==> src/rtl/pipe_hazard_ctrl.sv <==
// Issue control, hazard scoreboard and run/step/halt sequencing
// for the 4-stage 8-bit pipeline.
module pipe_hazard_ctrl #(
  parameter int CNT_W = 16
) (
  input  logic             clk,
  input  logic             reset,
  input  logic             start,
  input  logic             step,
  input  logic             dec_valid,
  input  logic [7:0]       dec_instr,
  input  logic             wb_valid,
  input  logic [1:0]       wb_rd,
  output logic             fetch_en,
  output logic             stall,
  output logic             issue,
  output logic             pc_clear,
  output logic [3:0]       busy_mask,
  output logic [2:0]       state,
  output logic             halted,
  output logic [CNT_W-1:0] issue_cnt,
  output logic [CNT_W-1:0] stall_cnt
);

  typedef enum logic [2:0] {
    S_IDLE   = 3'd0,
    S_RUN    = 3'd1,
    S_STEP   = 3'd2,
    S_DRAIN  = 3'd3,
    S_HALTED = 3'd4
  } state_e;

  localparam logic [1:0] OP_ADD  = 2'b00;
  localparam logic [1:0] OP_SUB  = 2'b01;
  localparam logic [1:0] OP_LOAD = 2'b10;
  localparam logic [1:0] OP_HALT = 2'b11;

  state_e           state_q, state_d;
  logic [3:0]       busy_q, busy_d;
  logic             pc_clear_q, pc_clear_d;
  logic [CNT_W-1:0] issue_cnt_q, issue_cnt_d;
  logic [CNT_W-1:0] stall_cnt_q, stall_cnt_d;

  logic [1:0] opcode;
  logic [1:0] rd;
  logic [1:0] rs1;
  logic [1:0] rs2;
  logic       is_halt;
  logic       src_busy;
  logic       hazard;
  logic       active;
  logic       halt_in_dec;

  assign opcode  = dec_instr[7:6];
  assign rd      = dec_instr[5:4];
  assign rs1     = dec_instr[3:2];
  assign rs2     = dec_instr[1:0];
  assign is_halt = (opcode == OP_HALT);

  // LOAD addresses through rs2 only; rs1 is a don't-care field
  always_comb begin
    src_busy = 1'b0;
    unique case (opcode)
      OP_ADD,
      OP_SUB:  src_busy = busy_q[rs1] | busy_q[rs2];
      OP_LOAD: src_busy = busy_q[rs2];
      OP_HALT: src_busy = 1'b0;
      default: src_busy = 1'b0;
    endcase
  end

  assign hazard = dec_valid & ~is_halt
                & (src_busy | busy_q[rd]);
  assign halt_in_dec = dec_valid & is_halt;

  // State register
  always_ff @(posedge clk or posedge reset) begin
    if (reset) begin
      state_q <= S_IDLE;
    end else begin
      state_q <= state_d;
    end
  end

  // Next-state logic
  always_comb begin
    state_d = state_q;
    unique case (state_q)
      S_IDLE: begin
        if (start)     state_d = S_RUN;
        else if (step) state_d = S_STEP;
      end
      S_RUN: begin
        if (halt_in_dec) state_d = S_DRAIN;
      end
      S_STEP: begin
        if (halt_in_dec) state_d = S_DRAIN;
        else if (issue)  state_d = S_IDLE;
      end
      S_DRAIN: begin
        if (busy_q == 4'b0000) state_d = S_HALTED;
      end
      S_HALTED: begin
        if (start) state_d = S_RUN;
      end
      default: state_d = S_IDLE;
    endcase
  end

  // Output logic
  always_comb begin
    active     = (state_q == S_RUN)
               | (state_q == S_STEP);
    halted     = (state_q == S_HALTED);
    pc_clear_d = start & ((state_q == S_IDLE)
               | (state_q == S_HALTED));
    issue      = active & dec_valid
               & ~is_halt & ~hazard;
    stall      = active & dec_valid & hazard;
    fetch_en   = active & ~stall & ~halt_in_dec;
  end

  // Set wins over a same-cycle retire of the same register
  always_comb begin
    busy_d = busy_q;
    if (wb_valid) busy_d[wb_rd] = 1'b0;
    if (issue)    busy_d[rd]    = 1'b1;
  end

  always_comb begin
    issue_cnt_d = issue_cnt_q;
    stall_cnt_d = stall_cnt_q;
    if (pc_clear_d) begin
      issue_cnt_d = '0;
      stall_cnt_d = '0;
    end else begin
      if (issue && issue_cnt_q != '1)
        issue_cnt_d = issue_cnt_q + CNT_W'(1);
      if (stall && stall_cnt_q != '1)
        stall_cnt_d = stall_cnt_q + CNT_W'(1);
    end
  end

  always_ff @(posedge clk or posedge reset) begin
    if (reset) begin
      busy_q      <= 4'b0000;
      pc_clear_q  <= 1'b0;
      issue_cnt_q <= '0;
      stall_cnt_q <= '0;
    end else begin
      busy_q      <= busy_d;
      pc_clear_q  <= pc_clear_d;
      issue_cnt_q <= issue_cnt_d;
      stall_cnt_q <= stall_cnt_d;
    end
  end

  assign pc_clear  = pc_clear_q;
  assign busy_mask = busy_q;
  assign state     = state_q;
  assign issue_cnt = issue_cnt_q;
  assign stall_cnt = stall_cnt_q;

endmodule

==> config.mk <==
export PLATFORM = sky130hd
export DESIGN_NAME = pipe_hazard_ctrl
export DESIGN_NICKNAME = d
export VERILOG_FILES = /design/src/rtl/pipe_hazard_ctrl.sv
export SDC_FILE = /design/constraint.sdc
export NUM_CORES = 1
export LEC_CHECK = 0
export BUFFER_PORTS_ARGS = -buffer_cell sky130_fd_sc_hd__buf_2
export CORE_AREA = 2 2 74 90
export DETAILED_ROUTE_END_ITERATION = 10
export DIE_AREA = 0 0 76 92
export GPL_TIMING_DRIVEN = 0
export MAX_ROUTING_LAYER = met4
export PLACE_DENSITY = 0.62
export SYNTH_ARGS = -nofsm -noshare
export SYNTH_HDL_FRONTEND = slang
export SYNTH_SLANG_ARGS = --single-unit
==> constraint.sdc <==
create_clock -name clk -period 3.3 [get_ports clk]
set_input_delay 0.66 -clock clk [delete_from_list [all_inputs] [get_ports clk]]
set_output_delay 0.66 -clock clk [all_outputs]
set_load 0.05 [all_outputs]
==> impl_table.tex <==
\begin{tabular}{lr}
\hline
Metric & Value \\
\hline
\multicolumn{2}{l}{\textbf{Worst setup path}} \\
Cell type of the slowest stage on the worst timing path & mux4\_2 \\
CP arrival & between 2 and 2.5 ns \\
Cell occurring most often along the worst timing path & buf\_2 \\
Worst Setup End Kind & output port \\
CP Launch Type & primary input \\
Ordered list of cells on the worst path & buf\_2 -> mux4\_2 -> o21ba\_2 -> buf\_2 -> nor2\_1 -> nor4\_4 -> buf\_2 \\
Crit Path Max Fanout & 10 \\
Buffers plus inverters on the worst setup path & 3 \\
Total stage count of the critical path & 7 \\
CP delay by family, top & buffers and inverters \\
Critical path's largest stage delay & around 0.51 ns \\
Crit Path Class & in -> out \\
Worst r2r path cells & 7 \\
Required arrival time at the worst endpoint & 2.64 ns \\
\multicolumn{2}{l}{\textbf{Finish}} \\
Most frequent standard cell in the layout excluding fill and tap cells & buf\_2 \\
Final Net Count & between 300 and 400 \\
Cell area after layout & 2910 um\^{}2 \\
Final core area utilization & 0.470 \\
Area growth from synthesis to layout & 21.2\% \\
Diodes inserted & 0 \\
Share of final-layout standard cells stronger than drive strength 1 & 0.266 \\
Fill cells & around 600 \\
Commonest cells after routing, fill and taps aside & buf\_2, dfrtp\_1, nand2\_1 \\
\multicolumn{2}{l}{\textbf{Die}} \\
Placeable Area & a little over 6000 um\^{}2 \\
Die Span X & roughly 76 um \\
DIE AREA & $\sim$7000 um\^{}2 \\
Cell row count & 32 \\
Y dimension of the die & between 90 and 100 um \\
Initial core utilization & 0.387 \\
Total I/O pin count & 60 \\
\multicolumn{2}{l}{\textbf{Worst hold path}} \\
Hold Crit Class & reg -> reg \\
Hold-critical path depth & 1 \\
\multicolumn{2}{l}{\textbf{STA}} \\
Final-report hold violation count & 0 \\
RSZ-0062 raised after global routing & false \\
Max Clk Rate & 0.319 GHz \\
Final critical path time including I/O delays and setup & 3.13 ns \\
Final Skew & $\sim$0.014 ns \\
Count of final setup violators & 0 \\
Number of pins with negative max-slew slack in the final report & 0 \\
Final-layout setup total negative slack & 0 ns \\
Crit share post-route & 0.950 \\
Actual transition at the worst max-transition pin & slightly below 0.9 ns \\
Max-slew headroom & 0.412 \\
\multicolumn{2}{l}{\textbf{Clock tree}} \\
Post-CTS repair timing setup buffer count & 0 \\
Clock buffers created by TritonCTS & 5 \\
Post-cts resize count & 0 \\
Worst skew pair latency & $\sim$0.30 ns \\
Clock root buffer master & clkbuf\_8 \\
Count of hold-fix buffers inserted at cts & 0 \\
Clock-pin slew reported for the worst setup and hold paths after clock tree synthesis & 0.09 ns \\
Depth of the CTS H-tree & 2 \\
TritonCTS sink count & 40 \\
CTS tree & yes \\
Clock buffer depth & 2 \\
\multicolumn{2}{l}{\textbf{Synth}} \\
Async S/R FF share, synth & 1.00 \\
Cell variety after synth & 46 \\
Post-synthesis register bit count & 40 \\
Syn Nets & 274 \\
Post-Syn Area per Cell & 9.39 um\^{}2 \\
Netlist area before placement & between 2000 and 2500 um\^{}2 \\
Predominant post-synthesis flop cell & dfrtp\_1 \\
Yosys warning total & 0 \\
Post-Syn Instances & 256 \\
Leading post-synthesis cells by cell area & dfrtp\_1, o31ai\_1, a21oi\_1 \\
Number of enable flip-flop cells after synthesis & 0 \\
Area fraction of the dominant cell type after synthesis & 0.416 \\
Cell type with the largest total area after synthesis & dfrtp\_1 \\
Sequential share of the synthesized area & 0.416 \\
\multicolumn{2}{l}{\textbf{Placed design}} \\
Routability congestion estimate from global placement & 0.811 \\
Number of port buffers & 59 \\
Hpwl dp & approximately 4300 um \\
Cell area reported after detailed placement & between 2000 and 3000 um\^{}2 \\
\multicolumn{2}{l}{\textbf{Routing}} \\
Number of iterations in the first detailed-routing pass & 5 \\
Detailed-route wire length & 6000 um \\
Via density & approximately 5.6 \\
WL per Instance & approximately 15 um \\
Iteration-0 DRC count of the detailed router & 75 \\
Total via count in the routed design & 2291 \\
ANT nets after route & 0 \\
DRC violation count after routing & 0 \\
\multicolumn{2}{l}{\textbf{Global route}} \\
Number of global-route vias before repair & 2134 \\
Largest net degree at the start of global routing & 41 \\
Number of antenna violations at the first check in global routing & 0 \\
GR Overflow Total & 0 \\
First-pass GRT wire length & slightly above 10000 um \\
Total routing usage reported by global routing & 0.180 \\
\multicolumn{2}{l}{\textbf{Power and ir drop}} \\
Total power after layout & between 2 and 2.5 mW \\
Pwr per Cell Area & between 600 and 700 nW/um\^{}2 \\
Static Leak & roughly 1.3 nW \\
Largest voltage drop on the vdd net & 0.000355 V \\
\multicolumn{2}{l}{\textbf{Run}} \\
Count of maximum capacitance violations & 0 \\
\multicolumn{2}{l}{\textbf{Outcome}} \\
Status & complete, no violations \\
\hline
\end{tabular}
## area by class of cell
class / count / area (um^2) / share of cell area
buffer: 13 / 70.1 / 0.0240
sequential: 40 / 1000 / 0.343
timing repair buffer: 59 / 295 / 0.101
multi-input combinational: 197 / 1330 / 0.455
tap: 85 / 106 / 0.0365
clock buffer: 6 / 82.6 / 0.0283
inverter: 6 / 22.5 / 0.00773
clock inverter: 2 / 10.0 / 0.00343
## power by group
group          internal, mW  switching (mW)  total (mW)
sequential            0.548          0.0789       0.627
clock                 0.167           0.181       0.348
combinational         0.281           0.751        1.03
total                 0.996            1.01        2.01
## state kept, by name, indices dropped and copies added (netlist names)
signal / cells
state: 3
issue_cnt: 16
pc_clear: 1
busy_mask: 4
stall_cnt: 16
## worst paths after layout
path	startpoint	to	slack, ns
setup / recovery	dec_instr[4]	fetch_en	0.17
hold / removal	issue_cnt[4]	issue_cnt[4]	0.51
hold reg to reg	issue_cnt[4]	issue_cnt[4]	0.51
setup reg to reg	state[0]	stall_cnt[3]	0.97
min in group asynchronous	reset	stall_cnt[10]	0.54
max in group asynchronous	reset	stall_cnt[6]	2.20
## Yosys cell counts, drive strengths merged, types with 2 or more instances
library cell and number:
o31ai 14, mux2i 8, a21oi 18, o21a 9, nand3b 3, o21ai 17, and3 3, inv 6
o2111ai 4, nor2 9, nand2b 6, o31a 4, nor3 8, and4 4, or3 4, dfrtp 40
buf 8, nand4 7, and2 2, mux4 3, or2 2, or4 12, ha 2, nor4 9
clkbuf 5, nand2 20, nand3 16
## routing by layer
layer  routed length [um]  global-route usage  up-vias
met5                    0                   -        -
met4                   34              0.0273        0
met3                  333              0.0325        5
met2                 2870               0.301       69
met1                 2760               0.236     1092
li1                     -                   -     1125
## cell families after synthesis
logic type	Yosys count	synth area share
muxes	12	0.0661
adders and majority gates	2	0.0104
buffers and inverters	19	0.0385
xor gates and xnor gates	1	0.00364
AOI/OAI and AO/OA	77	0.221
DFF	40	0.416
and+or+nand+nor	105	0.244
## metrics by stage
stage / instances / setup WS, ns / hold slack [ns]
after detailed placement: 400 / 0.158 / 0.496
after global placement: 400 / 0.169 / 0.488
after floorplan: 256 / 0.126 / 0.756
final: 408 / 0.165 / 0.509
after CTS: 408 / 0.155 / 0.508
after global routing: 408 / 0.0526 / 0.533
(Power assumes the default switching activity.)
